### src/rtl/rr_merge2_pkg.sv
// Shared constants for the two-source round-robin merge.
package rr_merge2_pkg;

    localparam int DEFAULT_WIDTH = 8;
    localparam int DEFAULT_CNT_W = 16;

    // Source tag carried with every buffered word.
    localparam logic SEL_A = 1'b0;
    localparam logic SEL_B = 1'b1;

endpackage

### src/rtl/rr_merge2_if.sv
// Handshake bundle for rr_merge2: two input streams, one output stream, counters.
interface rr_merge2_if
    import rr_merge2_pkg::*;
#(
    parameter int WIDTH = DEFAULT_WIDTH,
    parameter int CNT_W = DEFAULT_CNT_W
);

    logic [WIDTH-1:0] a_data;
    logic             a_valid;
    logic             a_ready;
    logic [WIDTH-1:0] b_data;
    logic             b_valid;
    logic             b_ready;
    logic [WIDTH-1:0] out_data;
    logic             out_sel;
    logic             out_valid;
    logic             out_ready;
    logic [CNT_W-1:0] a_cnt;
    logic [CNT_W-1:0] b_cnt;

    // The merge block itself.
    modport slave (
        input  a_data, a_valid, b_data, b_valid, out_ready,
        output a_ready, b_ready, out_data, out_sel, out_valid, a_cnt, b_cnt
    );

    // Whoever drives the sources and consumes the output.
    modport master (
        output a_data, a_valid, b_data, b_valid, out_ready,
        input  a_ready, b_ready, out_data, out_sel, out_valid, a_cnt, b_cnt
    );

endinterface

### src/rtl/rr_merge2_merge_obuf.sv
// Two-entry FIFO of {sel, data}. The head register keeps its last value
// when the buffer drains, so out_data/out_sel hold while empty.
module merge_obuf #(
    parameter int WIDTH = 8
) (
    input  logic             clk,
    input  logic             rst_n,
    input  logic             push,
    input  logic             push_sel,
    input  logic [WIDTH-1:0] push_data,
    input  logic             pop,
    output logic             head_sel,
    output logic [WIDTH-1:0] head_data,
    output logic [1:0]       count
);

    logic             tail_sel;
    logic [WIDTH-1:0] tail_data;
    logic             push_ok;
    logic             pop_ok;

    // A pop on an empty buffer or a push into a full one is ignored.
    assign pop_ok  = pop  && (count != 2'd0);
    assign push_ok = push && (count != 2'd2);

    // Occupancy and entry registers; the head is always entry 0.
    always_ff @(posedge clk or negedge rst_n) begin
        if (!rst_n) begin
            // NOTE: storage is only two words, so it is reset outright; that gives the
            // defined zero head value on out_data instead of X after reset.
            count     <= 2'd0;
            head_sel  <= 1'b0;
            head_data <= '0;
            tail_sel  <= 1'b0;
            tail_data <= '0;
        end else begin
            // NOTE: non-blocking assignments so every register samples pre-edge values;
            // the shift tail->head below relies on that.
            unique case ({push_ok, pop_ok})
                2'b10:   count <= count + 2'd1;
                2'b01:   count <= count - 2'd1;
                default: count <= count;
            endcase

            if (pop_ok) begin
                if (count == 2'd2) begin
                    head_sel  <= tail_sel;
                    head_data <= tail_data;
                end else if (push_ok) begin
                    head_sel  <= push_sel;
                    head_data <= push_data;
                end
            end else if (push_ok) begin
                if (count == 2'd0) begin
                    head_sel  <= push_sel;
                    head_data <= push_data;
                end else begin
                    tail_sel  <= push_sel;
                    tail_data <= push_data;
                end
            end
        end
    end

endmodule

### src/rtl/rr_merge2.sv
// Round-robin merge of two valid/ready streams into a 2-deep output buffer,
// with saturating per-source acceptance counters.
module rr_merge2
    import rr_merge2_pkg::*;
#(
    parameter int WIDTH = DEFAULT_WIDTH,
    parameter int CNT_W = DEFAULT_CNT_W
) (
    input  logic      clk,
    input  logic      rst_n,
    rr_merge2_if.slave bus
);

    logic             last_grant;
    logic             grant_a;
    logic             grant_b;
    logic             a_push;
    logic             b_push;
    logic [1:0]       count;
    logic             push_sel;
    logic [WIDTH-1:0] push_data;

    // Arbitration on current inputs: a lone requester wins, a tie goes to
    // the source that did not win last.
    always_comb begin
        // NOTE: every output of this block gets a default first so no path leaves
        // it unassigned, which would infer a latch.
        grant_a   = 1'b0;
        grant_b   = 1'b0;
        push_sel  = SEL_A;
        push_data = bus.a_data;
        if (bus.a_valid && bus.b_valid) begin
            grant_a = (last_grant == SEL_B);
            grant_b = (last_grant == SEL_A);
        end else begin
            grant_a = bus.a_valid;
            grant_b = bus.b_valid;
        end
        if (grant_b) begin
            push_sel  = SEL_B;
            push_data = bus.b_data;
        end
    end

    // Ready is gated by reset so nothing is offered while rst_n is low.
    assign bus.a_ready = rst_n && grant_a && (count != 2'd2);
    assign bus.b_ready = rst_n && grant_b && (count != 2'd2);
    assign a_push      = bus.a_ready && bus.a_valid;
    assign b_push      = bus.b_ready && bus.b_valid;
    assign bus.out_valid = (count != 2'd0);

    merge_obuf #(.WIDTH(WIDTH)) u_obuf (
        .clk       (clk),
        .rst_n     (rst_n),
        .push      (a_push || b_push),
        .push_sel  (push_sel),
        .push_data (push_data),
        .pop       (bus.out_ready),
        .head_sel  (bus.out_sel),
        .head_data (bus.out_data),
        .count     (count)
    );

    // Round-robin pointer and saturating acceptance counters.
    always_ff @(posedge clk or negedge rst_n) begin
        if (!rst_n) begin
            last_grant <= SEL_B;
            bus.a_cnt  <= '0;
            bus.b_cnt  <= '0;
        end else begin
            if (a_push) begin
                last_grant <= SEL_A;
            end else if (b_push) begin
                last_grant <= SEL_B;
            end
            if (a_push && (bus.a_cnt != {CNT_W{1'b1}})) begin
                bus.a_cnt <= bus.a_cnt + CNT_W'(1);
            end
            if (b_push && (bus.b_cnt != {CNT_W{1'b1}})) begin
                bus.b_cnt <= bus.b_cnt + CNT_W'(1);
            end
        end
    end

endmodule

### src/flat_wrapper.sv
// flat-port wrapper written by rule: the top's interface ports become plain ports
module rr_merge2_flat import rr_merge2_pkg::*;
#(
    parameter int WIDTH = DEFAULT_WIDTH,
    parameter int CNT_W = DEFAULT_CNT_W
)
  (clk, rst_n, bus_a_data, bus_a_valid, bus_b_data, bus_b_valid, bus_out_ready, bus_a_ready, bus_b_ready, bus_out_data, bus_out_sel, bus_out_valid, bus_a_cnt, bus_b_cnt);
  rr_merge2_if #(.WIDTH(WIDTH), .CNT_W(CNT_W)) bus_i ();
  input  logic clk;
  input  logic rst_n;
  input wire logic [$bits(bus_i.a_data)-1:0] bus_a_data;
  input wire logic [$bits(bus_i.a_valid)-1:0] bus_a_valid;
  input wire logic [$bits(bus_i.b_data)-1:0] bus_b_data;
  input wire logic [$bits(bus_i.b_valid)-1:0] bus_b_valid;
  input wire logic [$bits(bus_i.out_ready)-1:0] bus_out_ready;
  output wire logic [$bits(bus_i.a_ready)-1:0] bus_a_ready;
  output wire logic [$bits(bus_i.b_ready)-1:0] bus_b_ready;
  output wire logic [$bits(bus_i.out_data)-1:0] bus_out_data;
  output wire logic [$bits(bus_i.out_sel)-1:0] bus_out_sel;
  output wire logic [$bits(bus_i.out_valid)-1:0] bus_out_valid;
  output wire logic [$bits(bus_i.a_cnt)-1:0] bus_a_cnt;
  output wire logic [$bits(bus_i.b_cnt)-1:0] bus_b_cnt;
  assign bus_i.a_data = bus_a_data;
  assign bus_i.a_valid = bus_a_valid;
  assign bus_i.b_data = bus_b_data;
  assign bus_i.b_valid = bus_b_valid;
  assign bus_i.out_ready = bus_out_ready;
  assign bus_a_ready = bus_i.a_ready;
  assign bus_b_ready = bus_i.b_ready;
  assign bus_out_data = bus_i.out_data;
  assign bus_out_sel = bus_i.out_sel;
  assign bus_out_valid = bus_i.out_valid;
  assign bus_a_cnt = bus_i.a_cnt;
  assign bus_b_cnt = bus_i.b_cnt;
  rr_merge2 #(.WIDTH(WIDTH), .CNT_W(CNT_W)) u_core (.clk(clk), .rst_n(rst_n), .bus(bus_i));
endmodule
### config.mk
export PLATFORM = sky130hd
export DESIGN_NAME = rr_merge2_flat
export DESIGN_NICKNAME = d
export VERILOG_FILES = /design/src/rtl/rr_merge2_pkg.sv /design/src/rtl/rr_merge2_if.sv /design/src/rtl/rr_merge2_merge_obuf.sv /design/src/rtl/rr_merge2.sv /design/src/flat_wrapper.sv
export SDC_FILE = /design/constraint.sdc
export NUM_CORES = 1
export LEC_CHECK = 0
export CORE_UTILIZATION = 49
export DETAILED_ROUTE_END_ITERATION = 6
export PLACE_DENSITY = 0.82
export RECOVER_POWER = 25
export SYNTH_ARGS = -nofsm -noshare
export SYNTH_HDL_FRONTEND = slang
export SYNTH_SLANG_ARGS = --single-unit
### constraint.sdc
create_clock -name clk -period 2.25 [get_ports clk]
set_input_delay 0.3375 -clock clk [delete_from_list [all_inputs] [get_ports clk]]
set_output_delay 0.3375 -clock clk [all_outputs]
set_load 0.02 [all_outputs]
==> impl_results.md <==
* Rel. slew slack at -2.448%
* CTS tree: done
* Highest clock rate at 494.4 MHz
* Number of global-route vias before repair at 1970
* IR drop worst, VDD at 0.0005974 V
* Hold Path Cell Cnt at 2
* Synth unique cells at 39
* Worst Reg-to-Reg Cells at 6
* Power Dens Cells at 972.2 mW/mm²
* Final Critical Period at 2.023 ns
* Max-cap viol count at 1
* Crit-path leading delay family: buffers and inverters
* Crit path DAT at 1.69 ns
* Worst hold start: u_core.u_obuf.tail_data[5]
* Placed cell count at 373
* CP Class: primary input to primary output
* Initial antenna violation count at 0
* Max incr delay on CP at 0.53 ns
* Synth area leaders: dfrtp_1 51%, xnor2_1 6.5%, mux2_2 5.3%
* Initial core utilization at 52.57%
* Hold Crit Class: flip-flop to flip-flop
* Layout Skew at 0.006915 ns
* RSZ-0062 raised after global routing: false
* CTS Buffer Depth at 2
* Fin area at 0.003401 mm²
* WHS Endpoint: u_core.u_obuf.tail_data[5]
* DRC at 0
* Global-route wire length before repair at 8562 µm
* 1st-pass router iterations at 4
* Chip width at 74.12 µm
* Final number of setup-violating endpoints at 0
* Failing checks: max-capacitance violations, max-slew violations
* # nets final at 338
* Worst endpoint required time at 1.91 ns
* Avg Cell Area, Syn at 10.85 µm²
* Die span in y at 74.12 µm
* Worst-path fanout max at 4
* CP Launch Type: primary input
* Overflow after GRT at 0
* IO Port Bufs at 64
* Non-filler cells, final at 381
* Post-synthesis register bit count at 53
* Share of cells above drive strength 1 at 11.78%
* Area delta synth->final at 33.43%
* Slew at the pin closest to its max-slew limit at 1.537 ns
* Clock slew at reported path FFs at 0.09 ns
* Die Footprint at 0.005494 mm²
* Period utilization at 89.89%
* Yosys top cell area share at 51.06%
* Routed WL per cell at 13.33 µm
* Core area at 0.004848 mm²
* R2r setup slk at 0.47 ns
* Smallest setup slack after layout at 0.2274 ns
* Mapped Area at 0.002549 mm²
* Status: finished, violations left
* Root buf cell: clkbuf_8
* Crit path buf inv count at 3
* FF-to-FF Start: u_core.u_obuf.count[1]
* Place WS at -0.04897 ns
* Leakage at 1.476 nW
* CP cell instances: clkdlybuf4s50_1 -> a21boi_1 -> nand3_1 -> inv_1 -> dlygate4sd2_1
* Vias per Instance at 5.291
* H-tree Lvls at 2
* CP Capture Type: primary output
* Sequential-to-total area share from yosys stat at 52.09%
* Worst-Skew Late Latency at 0.30 ns
* Yosys Warn Count at 0
* TritonCTS Sinks at 53
* Antenna cell count at 0
* Num CTS Buffers at 5
* Number of DRC markers in iteration 0 at 88
* Gr usage total at 20.47%
* Worst path slowest cell: clkdlybuf4s50_1
* Synth area leader: dfrtp_1
* Placed inst area at 0.003326 mm²
* Post-route antenna net violation count at 0
* Fill cells at 377
* Post-Syn Nets at 260
* Final Hold Fails at 0
* DRT Wirelength at 5078 µm
* Detailed placement HPWL at 3826 µm
* Row cnt at 25
* Slew Limit Fails at 31
* Setup bufs post-CTS at 0
* Syn Inst Count at 235
* Worst setup path startpoint: bus_b_valid
* Tot Pwr at 0.003306 W
* R2r endpoint: u_core.bus.b_cnt[11]
* Largest net degree at the start of global routing at 31
* Top Ports at 65
* Vias at 2016
* Final GP Congestion at 0.7913
## power by group
part / total, W / internal (W) / leakage, nW / switching, W
combinational: 0.00134 / 0.000684 / 0.749 / 0.000657
clock: 0.000510 / 0.000216 / 0.0450 / 0.000294
sequential: 0.00146 / 0.00123 / 0.682 / 0.000225
total: 0.00331 / 0.00213 / 1.48 / 0.00118
## final cells by class
class | count | area, µm² | area share (%)
sequential | 53 | 1328 | 39.04
multi-input combinational | 171 | 1170 | 34.40
timing repair buffer | 75 | 710.7 | 20.90
tap | 67 | 83.83 | 2.465
clock buffer | 6 | 72.57 | 2.134
inverter | 7 | 26.28 | 0.7726
clock inverter | 2 | 10.01 | 0.2943
## metal layers
layer	GRT usage [%]	part of all wire [%]
met1	25.13	46
met2	34.95	48
met3	5.285	5.0
met4	7.265	0.67
met5	0	0
## what timing repair did
action                     4_1_cts  5_1_grt
hold endpoints to repair         0        0
setup endpoints to repair        1        1
hold buffers                     0        0
resized for setup                1        1
## worst max-delay path by stage
stage	endpoint	depth (start not counted)
4_1_cts	bus_a_ready	4
2_1_floorplan	u_core.u_obuf.head_data[0]	7
3_5_place_dp	bus_b_ready	5
6_report	bus_b_ready	5
3_3_place_gp	bus_b_ready	5
5_1_grt	bus_b_ready	5
## sequential cells by signal, summed over array words and instances (netlist names)
register and count:
u_core.bus.a_cnt 16, u_core.bus.b_cnt 16, u_core.last_grant 1, u_core.u_obuf.count 2, u_core.u_obuf.head_data 8, u_core.u_obuf.head_sel 1, u_core.u_obuf.tail_data 8, u_core.u_obuf.tail_sel 1
## cell usage in the layout (no fill, tap or decap), types with 2 or more instances in the layout
cell type / synthesis / layout
clkdlybuf4s50_1: 0 / 61
buf_4: 0 / 9
clkbuf_1: 1 / 4
mux2_2: 12 / 12
nand4_1: 9 / 9
nor3_2: 2 / 2
nor2_1: 19 / 19
o21ai_0: 6 / 6
dfrtp_1: 52 / 52
a21oi_1: 14 / 14
clkbuf_8: 0 / 5
nand3_1: 20 / 20
xor2_1: 8 / 8
nor3_1: 5 / 5
o21ai_1: 3 / 3
inv_1: 7 / 7
xnor2_1: 19 / 19
nand3b_1: 3 / 3
ha_1: 4 / 4
a31oi_1: 2 / 2
mux2i_1: 9 / 9
nand2_1: 19 / 19
clkinv_2: 0 / 2
## cells in the mapped netlist
cell	number
a21boi_1	1
a21o_1	1
a21oi_1	14
a21oi_2	1
a31oi_1	2
a41oi_1	1
and2_1	1
and3_1	1
and4_1	1
buf_2	2
buf_6	1
clkbuf_1	1
dfrtp_1	52
dfstp_2	1
ha_1	4
inv_1	7
mux2_2	12
mux2_4	1
mux2i_1	9
nand2_1	19
nand2b_1	1
nand3_1	20
nand3b_1	3
nand4_1	9
nor2_1	19
nor3_1	5
nor3_2	2
nor4_1	1
nor4_2	1
o2111ai_4	1
o211ai_2	1
o21a_1	1
o21ai_0	6
o21ai_1	3
o221ai_1	1
or2b_2	1
or3_1	1
xnor2_1	19
xor2_1	8
## cell families after synthesis
kind of cell | synth area share [%]
fa+ha+maj | 1.964
compound gates | 8.444
mux | 9.426
buf+inv | 2.013
simple gates | 16.79
flops | 52.09
xor+xnor | 9.278
## per-stage QoR
step	util [%]	hold WS (ns)	setup TNS [ns]
5_1_grt	70.14	0.5161	0
3_3_place_gp	68.59	0.4584	0
6_report	70.14	0.4845	0
2_1_floorplan	-	0.04191	0
4_1_cts	70.27	0.1302	0
3_5_place_dp	68.59	0.4620	-0.1205
## worst register-to-register path, delay by kind of cell (launching register included)
family / cells / cell delay, ns
simple gates: 4 / 0.93
flops: 1 / 0.42
buf+inv: 1 / 0.18
xor+xnor: 1 / 0.14
(Power assumes the default switching activity.)
